`config.mk`:
```
export PLATFORM = sky130hd
export DESIGN_NAME = pipe_skid_reg
export DESIGN_NICKNAME = d
export VERILOG_FILES = /design/src/rtl/pipe_pkg.sv /design/src/rtl/pipe_stall_cnt.sv /design/src/rtl/pipe_skid_reg.sv
export SDC_FILE = /design/constraint.sdc
export NUM_CORES = 1
export LEC_CHECK = 0
export CAP_MARGIN = 20
export CELL_PAD_IN_SITES_DETAIL_PLACEMENT = 0
export CELL_PAD_IN_SITES_GLOBAL_PLACEMENT = 2
export CORE_MARGIN = 4
export CORE_UTILIZATION = 31
export DETAILED_ROUTE_END_ITERATION = 16
export PLACE_DENSITY = 0.72
export RECOVER_POWER = 50
export SETUP_SLACK_MARGIN = 0.2
export SYNTH_ARGS = -nofsm -noshare
export SYNTH_HDL_FRONTEND = slang
export SYNTH_SLANG_ARGS = --single-unit
```
`constraint.sdc`:
```
create_clock -name clk -period 5 [get_ports clk]
set_input_delay 1 -clock clk [delete_from_list [all_inputs] [get_ports clk]]
set_output_delay 1 -clock clk [all_outputs]
set_load 0.03 [all_outputs]
```
`src/rtl/pipe_pkg.sv`:
```
// Shared definitions for the pipeline stage register family.
// The state encoding is one flop per handshake output: bit 1 = in_ready, bit 0 = out_valid.
package pipe_pkg;

    localparam int PIPE_STALL_CNT_W = 32;

    typedef enum logic [1:0] {
        EMPTY = 2'b10,
        BUSY  = 2'b11,
        FULL  = 2'b01
    } pipe_state_t;

endpackage

```
`src/rtl/pipe_stall_cnt.sv`:
```
// Saturating up-counter with enable and asynchronous active-high clear.
module pipe_stall_cnt
    import pipe_pkg::*;
#(
    parameter int W = PIPE_STALL_CNT_W
) (
    input  logic         clk,
    input  logic         rst,
    input  logic         en_i,
    output logic [W-1:0] cnt_o
);

    logic [W-1:0] cnt_q;
    logic [W-1:0] cnt_d;

    always_comb begin
        cnt_d = cnt_q;
        if (en_i && (cnt_q != '1)) begin
            cnt_d = cnt_q + W'(1);
        end
    end

    always_ff @(posedge clk or posedge rst) begin
        if (rst) begin
            cnt_q <= '0;
        end else begin
            cnt_q <= cnt_d;
        end
    end

    assign cnt_o = cnt_q;

endmodule

```
`src/rtl/pipe_skid_reg.sv`:
```
// Pipeline stage register with valid/ready handshake and a two-entry skid buffer.
// Optional stall-cycle counter is built when PIPE_STATS_EN is defined.
module pipe_skid_reg
    import pipe_pkg::*;
#(
    parameter int WIDTH = 32,
    parameter int LANES = 2
) (
    input  logic                     clk,
    input  logic                     rst,
    input  logic                     flush,
    input  logic                     in_valid,
    output logic                     in_ready,
    input  logic [LANES*WIDTH-1:0]   in_data,
    output logic                     out_valid,
    input  logic                     out_ready,
    output logic [LANES*WIDTH-1:0]   out_data,
`ifdef PIPE_STATS_EN
    output logic [PIPE_STALL_CNT_W-1:0] stall_cnt,
`endif
    output logic [1:0]               state_dbg
);

    // Handshake: a beat moves on a rising edge only when valid and ready are both
    // high in the preceding cycle; valid never waits on ready, and ready is a flop.
    pipe_state_t state_q, state_d;
    logic [LANES*WIDTH-1:0] main_q, main_d;
    logic [LANES*WIDTH-1:0] skid_q, skid_d;

    always_comb begin
        state_d = state_q;
        main_d  = main_q;
        skid_d  = skid_q;
        if (flush) begin
            state_d = EMPTY;
        end else begin
            case (state_q)
                EMPTY: begin
                    if (in_valid) begin
                        state_d = BUSY;
                        main_d  = in_data;
                    end
                end
                BUSY: begin
                    if (in_valid && out_ready) begin
                        main_d = in_data;
                    end else if (in_valid) begin
                        state_d = FULL;
                        skid_d  = in_data;
                    end else if (out_ready) begin
                        state_d = EMPTY;
                    end
                end
                FULL: begin
                    if (out_ready) begin
                        state_d = BUSY;
                        main_d  = skid_q;
                    end
                end
                default: begin
                    state_d = EMPTY;
                end
            endcase
        end
    end

    always_ff @(posedge clk or posedge rst) begin
        if (rst) begin
            state_q <= EMPTY;
            main_q  <= '0;
            skid_q  <= '0;
        end else begin
            state_q <= state_d;
            main_q  <= main_d;
            skid_q  <= skid_d;
        end
    end

    // Both handshake outputs are state bits, so no path from out_ready to in_ready.
    assign in_ready  = state_q[1];
    assign out_valid = state_q[0];
    assign out_data  = main_q;
    assign state_dbg = state_q;

`ifdef PIPE_STATS_EN
    pipe_stall_cnt #(
        .W(PIPE_STALL_CNT_W)
    ) u_stall_cnt (
        .clk  (clk),
        .rst  (rst),
        .en_i (out_valid & ~out_ready),
        .cnt_o(stall_cnt)
    );
`endif

endmodule

```
==> run metrics, run 1 <==
clock network power share=0.236; Pint=3.54 mW; largest net degree at the start of global routing=71; RSZ-0062 raised after global routing=no; Critical Path Start Type=flop; Syn Area/Cell=between 15 and 20 um^2; CP bufs+invs=2; Cell variety after synth=23; kind of critical path=flop to flop; Compound-Gate Fraction of Synth Area=0.00838; Die Y=145 um; Seq/Total Area, Yosys=0.559; slowest CP cell=ha_2; Max Cap Viol=3; GPL Wtd Cong=0.706; H-tree depth=4; Slew HR=-0.849; total grt overflow=0; required time of the critical path=5280 ps; most frequent cells in the layout=mux2_2 (173), dfrtp_1 (129), clkdlybuf4s50_1 (127); Cells after Synth=367; diode count=0; post-synth top area share=0.555; CTS Buffer Depth=2; min cycle time layout=about 3400 ps; Final setup violation count=0; Total GRT Usage=0.127; FF+latch count, synth=between 100 and 150; TritonCTS clock tree=done; IO Pins=137; first-pass GRT wire length=~22000 um; mux share of post-synthesis cell area=0.388; HP Class=flop to flop; Post-layout nets=between 500 and 600; Hold Vio Cnt, Final=0; fin. max-slew vios=156; CTS buffer count=17; Reg clk slew, reported paths=~60 ps; DIE WIDTH=145 um; Seq pwr share=0.351; Crit Path Max Fanout=65; top post-synthesis cells by area=dfrtp_1 (55%), mux2_2 (33%), mux2_4 (5.2%), buf_6 (1.2%), ha_1 (0.86%); Synth Area in Simple Gates=0.00881; vias in the first global route=just under 4k; Worst Max-Slew Pin Slew=between 2000 and 3000 ps; sw power=1.78 mW; core area=18200 um^2; Post-CTS Setup Inserts=0; delay-heaviest family, CP=adder cells; Via density=4.68; Post-route DRC=0; DRT Pass-1 Iters=4; clock root buffer master=clkbuf_16; status=finished with violations; Die ar.=21000 um^2; Ys Warns=0; Synth area leader=dfrtp_1; Worst Skew=roughly 8.4 ps; DRT antenna net count=0; area added between synthesis and finish=37.0%; initial antenna violation count=0; Initial Util=0.320; post-CTS resize count=0; share of cells above drive strength 1=0.447; max incr delay on CP=710 ps; crit path DAT=3720 ps; Worst VDD drop=0.310 mV; IO Port Bufs=about 140; Iter 0 DRT Violations=99; leakage power total=3.30 nW; main combinational cell family by area after synthesis=multiplexers; Power Total=~5.3 mW; CP Capture Type=flop; synthesized netlist net count=440; Fmax=291 MHz; drt wl/cell=17.1 um; switch share=0.334; Via Count=3498; Post-Route WL=12800 um; DP HPWL=8150 um; failing checks=max-capacitance violations, max-slew violations; Combinational Power Share=0.413; post-route clock period utilization=0.688; Fin Setup TNS=0 ps; Core Rows=49; most common cell after layout, fill and taps aside=mux2_2; Synth Area in XOR/XNOR=0.00150; Cell Area, Synth=approximately 5800 um^2; crit-path cells=inv_1, ha_2, and2b_2, a2111oi_4, buf_4, mux2_2; area share of fa/ha/maj cells after synthesis=0.00860; Power Dens Cells=667 nW/um^2; clock latency on the worst-skew pair=410 ps; Clock Sinks=130; CTS Hold Bufs=0
==> stage by stage <==
stage	cells	utilization	hold slack (ps)	instance area (um^2)	worst slack [ps]
after floorplan	367	-	475	5820	532
after global placement	716	0.407	483	7410	1670
after detailed placement	716	0.407	490	7410	1620
after CTS	748	0.439	504	8000	1890
after global routing	748	0.438	514	7980	1310
final	748	0.438	498	7980	1560
==> synth_stat cells (all sizes together) <==
library cell / number
clkbuf: 11
mux2: 193
nor2b: 1
ha: 4
mux2i: 1
and2b: 1
buf: 10
nor3: 2
a211oi: 1
inv: 4
dfrtp: 129
dfstp: 1
nand2: 2
xnor2: 1
nor2: 2
or2: 1
a2111oi: 2
a21oi: 1
==> kinds of logic (layout without fill, tap and decap cells) <==
family / Yosys count / in the layout
AO/OA/AOI/OAI: 4 / 4
adder cells (fa/ha/maj): 4 / 4
flip-flops: 130 / 130
AND/OR/NAND/NOR: 9 / 9
multiplexers: 194 / 194
XOR/XNOR: 1 / 1
buffers and inverters: 25 / 177
==> per-layer routing <==
metal,global-route usage,share of wire
met1,0.157,0.45
met2,0.210,0.48
met3,0.0433,0.054
met4,0.0428,0.010
met5,0,0
==> final cells by class <==
class | count | area [um^2]
clock buffers | 22 | 464
clock inverters | 10 | 133
well taps | 229 | 287
fillers | 1652 | 10200
repair buffers | 141 | 1410
multi-input cells | 212 | 2410
inverters | 4 | 16.3
flip-flops and latches | 130 | 3250
==> sequential cells by signal, summed over array words and instances, names as in the netlist <==
| signal | cells |
|---|---|
| state_dbg | 2 |
| skid_q | 64 |
| out_data | 64 |
==> final timing paths <==
kind                       slack [ps]                      from  cells after the start                 endpoint
min                               500    skid_q[50]$_DFFE_PP0P_                      1   skid_q[50]$_DFFE_PP0P_
max reg2reg                      1560  state_dbg[1]$_DFFE_PP1P_                      6  out_data[4]$_DFFE_PP0P_
max in group asynchronous        1910                       rst                      3   skid_q[52]$_DFFE_PP0P_
min reg2reg                       500    skid_q[50]$_DFFE_PP0P_                      1   skid_q[50]$_DFFE_PP0P_
max                              1560  state_dbg[1]$_DFFE_PP1P_                      6  out_data[4]$_DFFE_PP0P_
min in group asynchronous        1820                       rst                      2  out_data[5]$_DFFE_PP0P_
==> power groups by stage <==
stage,Sequential [mW],Combinational (mW),Clock (mW)
after floorplan,2.37,0.931,0
after global placement,1.87,2.21,0
after detailed placement,1.89,2.24,0
after CTS,1.88,2.25,1.30
after global routing,1.95,2.34,1.34
final,1.87,2.20,1.25
Power figures use the tool's default switching activity.
==> inputs of run 2 (changes only) <==
clock period = 3.3 ns   (was 5 ns; I/O delays follow)
==> run 2 against run 1 <==
The flow still finishes with violations (max-capacitance violations, max-slew violations). Utilization up 0.41 points. First-iteration DRC count fell by 15%. Count of clock-buffer cells in the layout shrank 3. Global-route usage fell by 0.39 points. Setup slack worse by 870 ps. Non-clock buffer count stayed put. Final area increased by 0.94%.
==> run metrics, run 2 (same netlist as run 1, synthesis figures left out) <==
area added between synthesis and finish=38.3%; Worst Skew=9.53 ps; CTS Buffer Depth=2; min cycle time layout=between 2000 and 3000 ps; Fmax=approximately 380 MHz; DIE WIDTH=145 um; share of cells above drive strength 1=0.452; DRT antenna net count=0; Fin Setup TNS=0 ps; Iter 0 DRT Violations=84; Worst Max-Slew Pin Slew=1820 ps; DRT Pass-1 Iters=4; Crit Path Max Fanout=64; Worst VDD drop=around 0.4 mV; switch share=0.333; leakage power total=around 3.3 nW; clock latency on the worst-skew pair=~400 ps; largest net degree at the start of global routing=approximately 130; GPL Wtd Cong=0.691; total grt overflow=0; diode count=0; CTS Hold Bufs=0; CP Capture Type=flop; Hold Vio Cnt, Final=0; Die ar.=21000 um^2; Final setup violation count=0; required time of the critical path=3590 ps; H-tree depth=4; DP HPWL=approximately 7800 um; crit path DAT=2890 ps; Power Dens Cells=1010 nW/um^2; drt wl/cell=about 17 um; TritonCTS clock tree=done; initial antenna violation count=0; Max Cap Viol=1; HP Class=flop to flop; IO Port Bufs=136; Clock Sinks=130; number of fill cells=1620; Placed Area=7440 um^2; Seq pwr share=0.348; IO Pins=137; Reg clk slew, reported paths=about 60 ps; RSZ-0062 raised after global routing=no; status=finished with violations; Post-CTS Setup Inserts=0; clock root buffer master=clkbuf_16; core area=18200 um^2; most common cell after layout, fill and taps aside=mux2_2; post-route clock period utilization=0.790; Via density=4.59; clock network power share=0.245; sw power=about 2.7 mW; kind of critical path=flop to flop; placed cells=716; Total GRT Usage=0.124; most frequent cells in the layout=mux2_2 (173), dfrtp_1 (129), clkdlybuf4s50_1 (109); Post-route DRC=0; first-pass GRT wire length=~21000 um; Post-Layout Cell Count=747; Slew HR=-0.213; Die Y=~150 um; post-CTS resize count=0; fin. max-slew vios=131; Initial Util=0.320; Core Rows=49; Post-layout nets=579; Pint=5.42 mW; CTS buffer count=17; vias in the first global route=3819; Critical Path Start Type=flop; Via Count=3429; Power Total=8.13 mW; final instance area=8050 um^2; failing checks=max-capacitance violations, max-slew violations; Post-Route WL=12500 um; Combinational Power Share=0.407
run 2: changes by cell type in the layout (fill, tap and decap cells not counted), moves of 2 or more:
cell	delta
clkbuf_4	+2
clkinv_4	+2
clkinv_2	-2
clkbuf_1	-4
dlygate4sd3_1	+18
clkdlybuf4s50_1	-18
buf_4	-2
inv_6	+2
run 2: power groups by stage:
stage	registers, mW	clock network [mW]	logic (mW)
finish	2.83	1.99	3.31
global route	2.94	2.13	3.51
CTS	2.85	2.06	3.43
detailed placement	2.86	0	3.41
global placement	2.84	0	3.36
floorplan	3.58	0	1.41
run 2: cell type report:
cell class / count / area [um^2] / share of cell area
Clock buffer: 19 / 453 / 0.0563
Clock inverter: 12 / 180 / 0.0224
Inverter: 4 / 18.8 / 0.00233
Multi-Input combinational cell: 212 / 2430 / 0.302
Sequential cell: 130 / 3250 / 0.404
Tap cell: 229 / 287 / 0.0356
Timing Repair Buffer: 141 / 1420 / 0.177
run 2: critical path, stage by stage, from the launching register on:
cell and delay, ps:
dfstp_1 640, ha_1 330, nand2_1 130, nor3_4 110, clkbuf_4 810, mux2_2 420
run 2: routing by layer:
| metal | vias to the layer above | GRT usage | part of all wire |
|---|---|---|---|
| met4 | 0 | 0.0285 | 0.0071 |
| met5 | - | 0 | 0 |
| met2 | 87 | 0.208 | 0.49 |
| met3 | 6 | 0.0415 | 0.048 |
| li1 | 1600 | - | - |
| met1 | 1736 | 0.155 | 0.45 |
run 2: through the flow:
stage / util / setup slack, ps / hold slack (ps)
floorplan: - / 811 / 475
global placement: 0.409 / 484 / 483
detailed placement: 0.409 / 460 / 491
CTS: 0.444 / 876 / 504
global route: 0.442 / 407 / 511
finish: 0.442 / 692 / 500
run 2: final timing paths:
path / slack, ps / to / start / cells after the start
setup / recovery: 690 / skid_q[17]$_DFFE_PP0P_ / state_dbg[1]$_DFFE_PP1P_ / 5
hold / removal: 500 / skid_q[59]$_DFFE_PP0P_ / skid_q[59]$_DFFE_PP0P_ / 1
setup reg to reg: 690 / skid_q[17]$_DFFE_PP0P_ / state_dbg[1]$_DFFE_PP1P_ / 5
hold reg to reg: 500 / skid_q[59]$_DFFE_PP0P_ / skid_q[59]$_DFFE_PP0P_ / 1
max in group asynchronous: 730 / skid_q[48]$_DFFE_PP0P_ / rst / 3
min in group asynchronous: 1340 / skid_q[54]$_DFFE_PP0P_ / rst / 3
